==> src/rtl/clock_div_select.sv <==
`default_nettype none
// ============================================================================
// Module : clock_div_select
// Brief  : Programmable 50%-duty clock divider with glitch-free, handshaked
//          reconfiguration that swaps ratio/polarity only at period boundaries.
// Rev    : 1.0 - initial release
// ============================================================================
module clock_div_select #(
    parameter int DIV_W = 8
) (
    input  logic             clk_in,
    input  logic             rst,
    input  logic             cfg_valid,
    output logic             cfg_ready,
    input  logic [DIV_W-1:0] cfg_div,
    input  logic             cfg_inv,
    output logic             clk_out,
    output logic             rise_pulse,
    output logic             running
);

    localparam logic [1:0]       c_ST_STOP = 2'd0;
    localparam logic [1:0]       c_ST_RUN  = 2'd1;
    localparam logic [1:0]       c_ST_PEND = 2'd2;
    localparam logic [DIV_W-1:0] c_ONE     = DIV_W'(1);
    localparam logic [DIV_W-1:0] c_ZERO    = '0;

    logic [1:0]       r_state;
    logic [DIV_W-1:0] r_cnt;
    logic             r_ph;
    logic [DIV_W-1:0] r_cur_div;
    logic             r_cur_inv;
    logic [DIV_W-1:0] r_pend_div;
    logic             r_pend_inv;
    logic             r_clk_out;
    logic             r_rise;

    logic [1:0]       w_state_nxt;
    logic [DIV_W-1:0] w_cnt_nxt;
    logic             w_ph_nxt;
    logic [DIV_W-1:0] w_cur_div_nxt;
    logic             w_cur_inv_nxt;
    logic [DIV_W-1:0] w_pend_div_nxt;
    logic             w_pend_inv_nxt;
    logic             w_clk_nxt;
    logic             w_accept;
    logic             w_last;

    always_comb begin
        w_accept       = cfg_valid && (r_state != c_ST_PEND);
        w_last         = (r_cnt == (r_cur_div - c_ONE));
        w_state_nxt    = r_state;
        w_cnt_nxt      = r_cnt;
        w_ph_nxt       = r_ph;
        w_cur_div_nxt  = r_cur_div;
        w_cur_inv_nxt  = r_cur_inv;
        w_pend_div_nxt = r_pend_div;
        w_pend_inv_nxt = r_pend_inv;

        case (r_state)
            c_ST_STOP: begin
                if (w_accept) begin
                    w_cur_div_nxt = cfg_div;
                    w_cur_inv_nxt = cfg_inv;
                    w_cnt_nxt     = c_ZERO;
                    w_ph_nxt      = 1'b0;
                    w_state_nxt   = (cfg_div != c_ZERO) ? c_ST_RUN : c_ST_STOP;
                end
            end
            c_ST_RUN: begin
                if (w_last) begin
                    w_cnt_nxt = c_ZERO;
                    w_ph_nxt  = ~r_ph;
                end else begin
                    w_cnt_nxt = r_cnt + c_ONE;
                end
                // Active ratio keeps running; new config waits for a boundary
                if (w_accept) begin
                    w_pend_div_nxt = cfg_div;
                    w_pend_inv_nxt = cfg_inv;
                    w_state_nxt    = c_ST_PEND;
                end
            end
            c_ST_PEND: begin
                // Swapping as ph falls keeps every level at least min(old,new) long
                if (w_last && r_ph) begin
                    w_cur_div_nxt = r_pend_div;
                    w_cur_inv_nxt = r_pend_inv;
                    w_cnt_nxt     = c_ZERO;
                    w_ph_nxt      = 1'b0;
                    w_state_nxt   = (r_pend_div != c_ZERO) ? c_ST_RUN : c_ST_STOP;
                end else if (w_last) begin
                    w_cnt_nxt = c_ZERO;
                    w_ph_nxt  = ~r_ph;
                end else begin
                    w_cnt_nxt = r_cnt + c_ONE;
                end
            end
            default: begin
                w_state_nxt = c_ST_STOP;
            end
        endcase

        w_clk_nxt = w_ph_nxt ^ w_cur_inv_nxt;
    end

    always_ff @(posedge clk_in) begin
        if (rst) begin
            r_state    <= c_ST_STOP;
            r_cnt      <= c_ZERO;
            r_ph       <= 1'b0;
            r_cur_div  <= c_ZERO;
            r_cur_inv  <= 1'b0;
            r_pend_div <= c_ZERO;
            r_pend_inv <= 1'b0;
            r_clk_out  <= 1'b0;
            r_rise     <= 1'b0;
        end else begin
            r_state    <= w_state_nxt;
            r_cnt      <= w_cnt_nxt;
            r_ph       <= w_ph_nxt;
            r_cur_div  <= w_cur_div_nxt;
            r_cur_inv  <= w_cur_inv_nxt;
            r_pend_div <= w_pend_div_nxt;
            r_pend_inv <= w_pend_inv_nxt;
            r_clk_out  <= w_clk_nxt;
            r_rise     <= w_clk_nxt & ~r_clk_out;
        end
    end

    assign clk_out    = r_clk_out;
    assign rise_pulse = r_rise;
    assign cfg_ready  = (r_state != c_ST_PEND);
    assign running    = (r_state == c_ST_RUN) || (r_state == c_ST_PEND);

endmodule
`default_nettype wire

==> config.mk <==
export PLATFORM = sky130hd
export DESIGN_NAME = clock_div_select
export DESIGN_NICKNAME = d
export VERILOG_FILES = /design/src/rtl/clock_div_select.sv
export SDC_FILE = /design/constraint.sdc
export NUM_CORES = 1
export LEC_CHECK = 0
export CORE_ASPECT_RATIO = 0.9
export CORE_MARGIN = 8
export CORE_UTILIZATION = 51
export CTS_CLUSTER_SIZE = 8
export DETAILED_ROUTE_END_ITERATION = 10
export PLACE_DENSITY = 0.84
export SYNTH_ARGS = -nofsm -noshare
export SYNTH_HDL_FRONTEND = slang
export SYNTH_SLANG_ARGS = --single-unit
==> constraint.sdc <==
create_clock -name clk_in -period 2.8 [get_ports clk_in]
set_input_delay 0.42 -clock clk_in [delete_from_list [all_inputs] [get_ports clk_in]]
set_output_delay 0.42 -clock clk_in [all_outputs]
set_load 0.01 [all_outputs]
# ---- Yosys cells after proc, flatten, opt, wreduce, memory -nomap -nowiden
# Index checks and enable logic that the tools add are counted.
dict set report totals {
  register_bits 31
  input_bits 12
  output_inout_bits 4
  word_cells 54
}
dict set report classes {
  addsub 2
  n_eq_ne 7
  muxes 20
  bitwise_logic 4
  n_reduce_logical 12
}
# operator n
set op_table {}
lappend op_table {{2-to-1 mux 8 bit} 5}
lappend op_table {{one-hot mux 8 bit (3 select lines)} 1}
lappend op_table {{one-hot mux 8 bit (2 select lines)} 1}
lappend op_table {{nonzero test 8 bit} 2}
lappend op_table {{adder 8 x 1 -> 8 bit, second input constant} 1}
lappend op_table {{== test 8 bit} 1}
lappend op_table {{!= test 2 bit, second input constant} 4}
lappend op_table {{subtractor 8 x 1 -> 8 bit, second input constant} 1}
lappend op_table {{2-to-1 mux 1 bit} 7}
lappend op_table {{2-to-1 mux 2 bit} 3}
lappend op_table {{one-hot mux 2 bit (3 select lines)} 1}
lappend op_table {{AND reduction 3 bit} 2}
lappend op_table {{AND reduction 2 bit} 2}
lappend op_table {{one-hot mux 1 bit (3 select lines)} 1}
lappend op_table {{nonzero test 3 bit} 1}
lappend op_table {{== test 2 x 1 -> 1 bit, second input constant} 1}
lappend op_table {{== test 2 bit, second input constant} 1}
lappend op_table {{logical AND 1 bit} 2}
lappend op_table {{zero test 2 bit} 1}
lappend op_table {{inverter 1 bit} 2}
lappend op_table {{one-hot mux 1 bit (2 select lines)} 1}
lappend op_table {{nonzero test 2 bit} 1}
lappend op_table {{AND 1 bit} 1}
lappend op_table {{logical OR 1 bit} 1}
lappend op_table {{XOR 1 bit} 1}

# ---- Depth between registers and ports, before layout
dict set report logic_depth {
  ltp_word 7
  mapped_depth 15
  ltp_nobuf 14
}

# ---- Worst setup path before layout
# OpenSTA, ideal clock, no wires.
dict set report synth_timing {
  kind {reg-to-reg}
  from {register r_cur_div[0]}
  to {register r_cur_div[5]}
  setup_time_ns 0.086
  arrival_time_ns 2.720
  required_ns 2.714
  setup_slack_ns -0.005
  stages_incl_launch_ff 15
  path_buffers 2
  period_less_slack_ns 2.805
  path_cell_list {dfxtp_1 clkbuf_1 inv_1 ha_1 and2_1 o21a_1 o31ai_1 o2111ai_2 inv_2 ha_1 nand2_1 mux2i_1 clkbuf_1 nor2_1 a211oi_1}
}
dict set report synth_via {
  elab_chain_len 5
}
# element line_no
set synth_rtl {}
lappend synth_rtl {{from (decl)} 31} ;# logic [DIV_W-1:0] r_cur_div;
lappend synth_rtl {{from (signal assigned)} 112} ;# r_cur_div <= c_ZERO;
lappend synth_rtl {{from (signal assigned)} 122} ;# r_cur_div <= w_cur_div_nxt;
lappend synth_rtl {{subtractor 8 x 1 -> 8 bit} 51} ;# w_last = (r_cnt == (r_cur_div - c_ONE));
lappend synth_rtl {{== test 8 bit} 51}
lappend synth_rtl {{logical AND 1 bit} 86} ;# if (w_last && r_ph) begin
lappend synth_rtl {{!= test 2 bit (no source line)} n/a}
lappend synth_rtl {{AND reduction 3 bit (no source line)} n/a}
# Every way passes these cells.
# A chain may end at the register's enable or synchronous reset.

# ---- Final worst setup path
dict set report layout_timing {
  from {register r_cur_div[3]}
  to {register r_cnt[5]}
}
dict set report layout_via {
  elab_chain_len 5
  elab_cells_between_ends 6
  cone_classes {add/sub: 1; eq/ne: 1; mux: 3; reduce/logical: 1}
}
# element line_no
set layout_rtl {}
lappend layout_rtl {{subtractor 8 x 1 -> 8 bit *} 51}
lappend layout_rtl {{== test 8 bit *} 51}
lappend layout_rtl {{2-to-1 mux 8 bit / logical AND 1 bit (equally long branches)} {71, 92, 86}}
lappend layout_rtl {{2-to-1 mux 8 bit} 86}
lappend layout_rtl {{one-hot mux 8 bit (3 select lines) *} 60} ;# case (r_state)
lappend layout_rtl {{to (signal assigned)} 110} ;# r_cnt <= c_ZERO;
lappend layout_rtl {{to (signal assigned)} 120} ;# r_cnt <= w_cnt_nxt;
lappend layout_rtl {{to (decl)} 29} ;# logic [DIV_W-1:0] r_cnt;
# Every way passes the cells marked *; elsewhere a longest branch is shown, timed or not.

==> flow_summary_export.csv <==
group,metric,value,unit
run_status,status,"finished, final reports clean",
placed_design,finalWeightedCongestion,0.846,
setup_path,timing.critical_path.from_type,"register",
logic_synthesis,synthDominantAreaCellType,"sky130_fd_sc_hd__dfxtp_1",
clocking,cts_max_path_buffers,2,
clocking,cts_tree,"yes",
floorplan,top_level_ports,16,
floorplan,die_h,70.3,um
logic_synthesis,ys_types,38,
logic_synthesis,synth_top_flop_cell,"sky130_fd_sc_hd__dfxtp_1",
drt,drt_drc_violations_left,0,
setup_path,end_kind,"register",
final_layout,final_area,2080,sq um
power_and_ir_drop,sequentialPowerShare,43.8,%
grt,grt_start_max_net_pins,19,
power_and_ir_drop,worst_vdd_drop,0.000329,V
floorplan,design.die.area,5360,sq um
final_layout,post_layout_nonfiller_instances,260,
power_and_ir_drop,leakage,0.837,nW
sta,finalSetupViolations,0,
sta,finalHoldViolations,0,
drt,routed_wire_length_per_instance,14.9,um
grt,grt_pass1_wl,6220,um
grt,track_usage,13.8,%
setup_path,worst_ep_required_time,3.06,ns
setup_path,timing.critical_path.slowest_stage_cell,"sky130_fd_sc_hd__or4_1",
setup_path,critical-path-max-stage-delay,0.47,ns
grt,grt_remaining_overflow,0,
logic_synthesis,asr_flop_ratio_synth,0,%
drt,detailroute.via_count,1494,
power_and_ir_drop,power_switching,376,uW
logic_synthesis,syn-cell-area,1670,sq um
logic_synthesis,synth_sequential_area_ratio,37.2,%
logic_synthesis,yosys-top-cells-area,"sky130_fd_sc_hd__dfxtp_1 37%, sky130_fd_sc_hd__mux2i_1 11%, sky130_fd_sc_hd__nor2_1 6.1%, sky130_fd_sc_hd__ha_1 6.0%, sky130_fd_sc_hd__xnor2_1 4.2%",
logic_synthesis,synth_largest_type_area_fraction,37.2,%
clocking,clkSinkCount,31,
sta,tightestPinTransition,0.598,ns
power_and_ir_drop,p_int,785,uW
clocking,root_buffer,"sky130_fd_sc_hd__clkbuf_4",
setup_path,crit_path_cells,"or3_4 > o31a_1 > o211a_1 > o2111ai_2 > inv_2 > ha_4 > nor2b_4 > o21ai_2 > buf_6 > or4_1 > a31oi_1",
logic_synthesis,synth-edff-count,0,
final_layout,drive_above_1_share,16.5,%
sta,grt_setup_unrepaired,"yes",
clocking,cts.htree.levels,2,
final_layout,layout.cells.most_common_list,"30 x sky130_fd_sc_hd__dfxtp_1, 26 x sky130_fd_sc_hd__nor2_1, 17 x sky130_fd_sc_hd__mux2i_1, 15 x sky130_fd_sc_hd__clkdlybuf4s50_1, 10 x sky130_fd_sc_hd__buf_4",
grt,first_global_vias,1462,
final_layout,filler_cell_count,243,
drt,initialDrtViolationCount,127,
final_layout,mostFrequentLayoutCell,"sky130_fd_sc_hd__dfxtp_1",
sta,fin_hold_ws,0.426,ns
sta,timing.final.crit_share,97.7,%
final_layout,insertedDiodeCount,0,
drt,final_antenna_net_count,0,
logic_synthesis,number_of_cells_produced_by_synthesis,192,
sta,timing_max_transition_violations_final,0,
sta,timing.clock.skew,0.0173,ns
setup_path,criticalPathCategory,"reg -> reg",
clocking,clkLatencyLatePin,0.33,ns
power_and_ir_drop,finalPower,1.16,mW
min_path,worst_hold_path_type,"reg -> reg",
sta,relSlewSlack,60.0,%
placed_design,placement.io_buffers,15,
setup_path,worstPathArrival,3.00,ns
drt,routed_wirelength,3860,um
grt,number_of_antenna_violations_at_the_first_check_in_global_routing,0,
setup_path,maximum_fanout_along_the_worst_path,5,
sta,fin_ws,0.0638,ns
power_and_ir_drop,power_frac_clock,23.0,%
final_layout,area_growth,24.7,%
floorplan,start_util,54.0,%
logic_synthesis,syn-mean-instance-area,8.69,sq um
final_layout,nNetsFinal,238,
drt,post_drt_via_cell_ratio,5.75,
floorplan,core_region_area,3090,sq um
placed_design,placed_area,1930,sq um
logic_synthesis,synthesis.nets,212,
floorplan,rows,19,
logic_synthesis,yosysWarnings,0,
clocking,clkTransAtPathRegs,0.11,ns
placed_design,place.detailed.instances,252,
drt,firstDrtPassIters,4,
power_and_ir_drop,power_density,558,nW/um^2
sta,fin_crit,2.74,ns
power_and_ir_drop,share_comb_of_total_power,33.2,%
floorplan,die_width,76.3,um
logic_synthesis,yosys_register_bits,31,
flow_run,maxCapViolations,0,
power_and_ir_drop,swShare,32.4,%
placed_design,pre_cts_ws,-0.0710,ns
placed_design,detailed_place_hpwl,2690,um
clocking,numCtsBuffers,5,
sta,timing.fmax,0.365,GHz
[critical path, delay by kind of cell (launching register included)]
kind / cells / cell delay (ns)
compound gates: 5 / 1.00
simple gates: 3 / 0.97
flops: 1 / 0.32
buf+inv: 2 / 0.21
fa+ha+maj: 1 / 0.18
[final timing paths]
kind                     start    endpoint  slack (ns)  depth (start not counted)
setup reg to reg  r_cur_div[3]    r_cnt[5]        0.06                         11
hold reg to reg        clk_out  rise_pulse        0.43                          1
hold / removal         clk_out  rise_pulse        0.43                          1
setup / recovery  r_cur_div[3]    r_cnt[5]        0.06                         11
[logic make-up after synthesis]
kind of cell	synth area share, %
AO/OA/AOI/OAI	16.5
XOR/XNOR	5.25
adder cells (fa/ha/maj)	6.00
buffers and inverters	4.05
flip-flops	37.2
multiplexers	10.8
AND/OR/NAND/NOR	20.2
[area by class of cell]
class / count / area [sq um] / area share, %
Sequential cell: 31 / 622 / 29.9
Timing Repair Buffer: 27 / 248 / 11.9
Multi-Input combinational cell: 143 / 1070 / 51.2
Clock inverter: 1 / 5.00 / 0.240
Inverter: 10 / 37.5 / 1.80
Tap cell: 42 / 52.6 / 2.52
Clock buffer: 6 / 51.3 / 2.46
[metal layers]
layer | part of all wire (%) | GRT usage, %
met1 | 47 | 16.2
met2 | 47 | 22.2
met3 | 3.4 | 3.71
met4 | 2.0 | 7.46
met5 | 0 | 0
[state kept, by name, indices dropped and copies added, names as in the netlist]
| name | cells |
|---|---|
| r_state | 2 |
| r_pend_inv | 1 |
| r_pend_div | 8 |
| r_cur_inv | 1 |
| r_cnt | 8 |
| rise_pulse | 1 |
| r_cur_div | 8 |
| r_ph | 1 |
| clk_out | 1 |
[power by group through the flow]
stage / clock network (mW) / registers, mW / logic, mW
6_report: 0.267 / 0.508 / 0.385
5_1_grt: 0.291 / 0.513 / 0.417
3_5_place_dp: 0 / 0.517 / 0.341
3_3_place_gp: 0 / 0.515 / 0.336
2_1_floorplan: 0 / 0.515 / 0.230
4_1_cts: 0.274 / 0.507 / 0.348
[Yosys cell counts, types with 2 or more instances]
| library cell | number |
|---|---|
| sky130_fd_sc_hd__ha_1 | 8 |
| sky130_fd_sc_hd__inv_1 | 9 |
| sky130_fd_sc_hd__xor2_1 | 2 |
| sky130_fd_sc_hd__nor2_1 | 27 |
| sky130_fd_sc_hd__and3_1 | 3 |
| sky130_fd_sc_hd__a21oi_1 | 7 |
| sky130_fd_sc_hd__xnor2_1 | 8 |
| sky130_fd_sc_hd__o31a_1 | 2 |
| sky130_fd_sc_hd__dfxtp_1 | 31 |
| sky130_fd_sc_hd__or4_1 | 4 |
| sky130_fd_sc_hd__nor4_1 | 6 |
| sky130_fd_sc_hd__nand3_1 | 8 |
| sky130_fd_sc_hd__mux2i_1 | 18 |
| sky130_fd_sc_hd__o21ai_0 | 2 |
| sky130_fd_sc_hd__nor3_1 | 5 |
| sky130_fd_sc_hd__a211oi_1 | 9 |
| sky130_fd_sc_hd__clkbuf_1 | 7 |
| sky130_fd_sc_hd__a31oi_1 | 9 |
| sky130_fd_sc_hd__and2_1 | 3 |
| sky130_fd_sc_hd__nand2_1 | 5 |
| sky130_fd_sc_hd__or3_1 | 2 |
[metrics by stage]
step	TNS, ns	util (%)
floorplan	0	-
global placement	0	62.4
detailed placement	-0.172	62.4
CTS	0	64.4
global route	-0.115	67.4
finish	0	67.4
[repair_timing]
item / CTS / global route
resized for setup: 2 / 17
hold buffers: 0 / 0
pin swaps: 2 / 9
endpoints found under the setup margin: 6 / 20
buffers inserted: 0 / 1
Note: power is estimated with default switching activity, not from simulation.
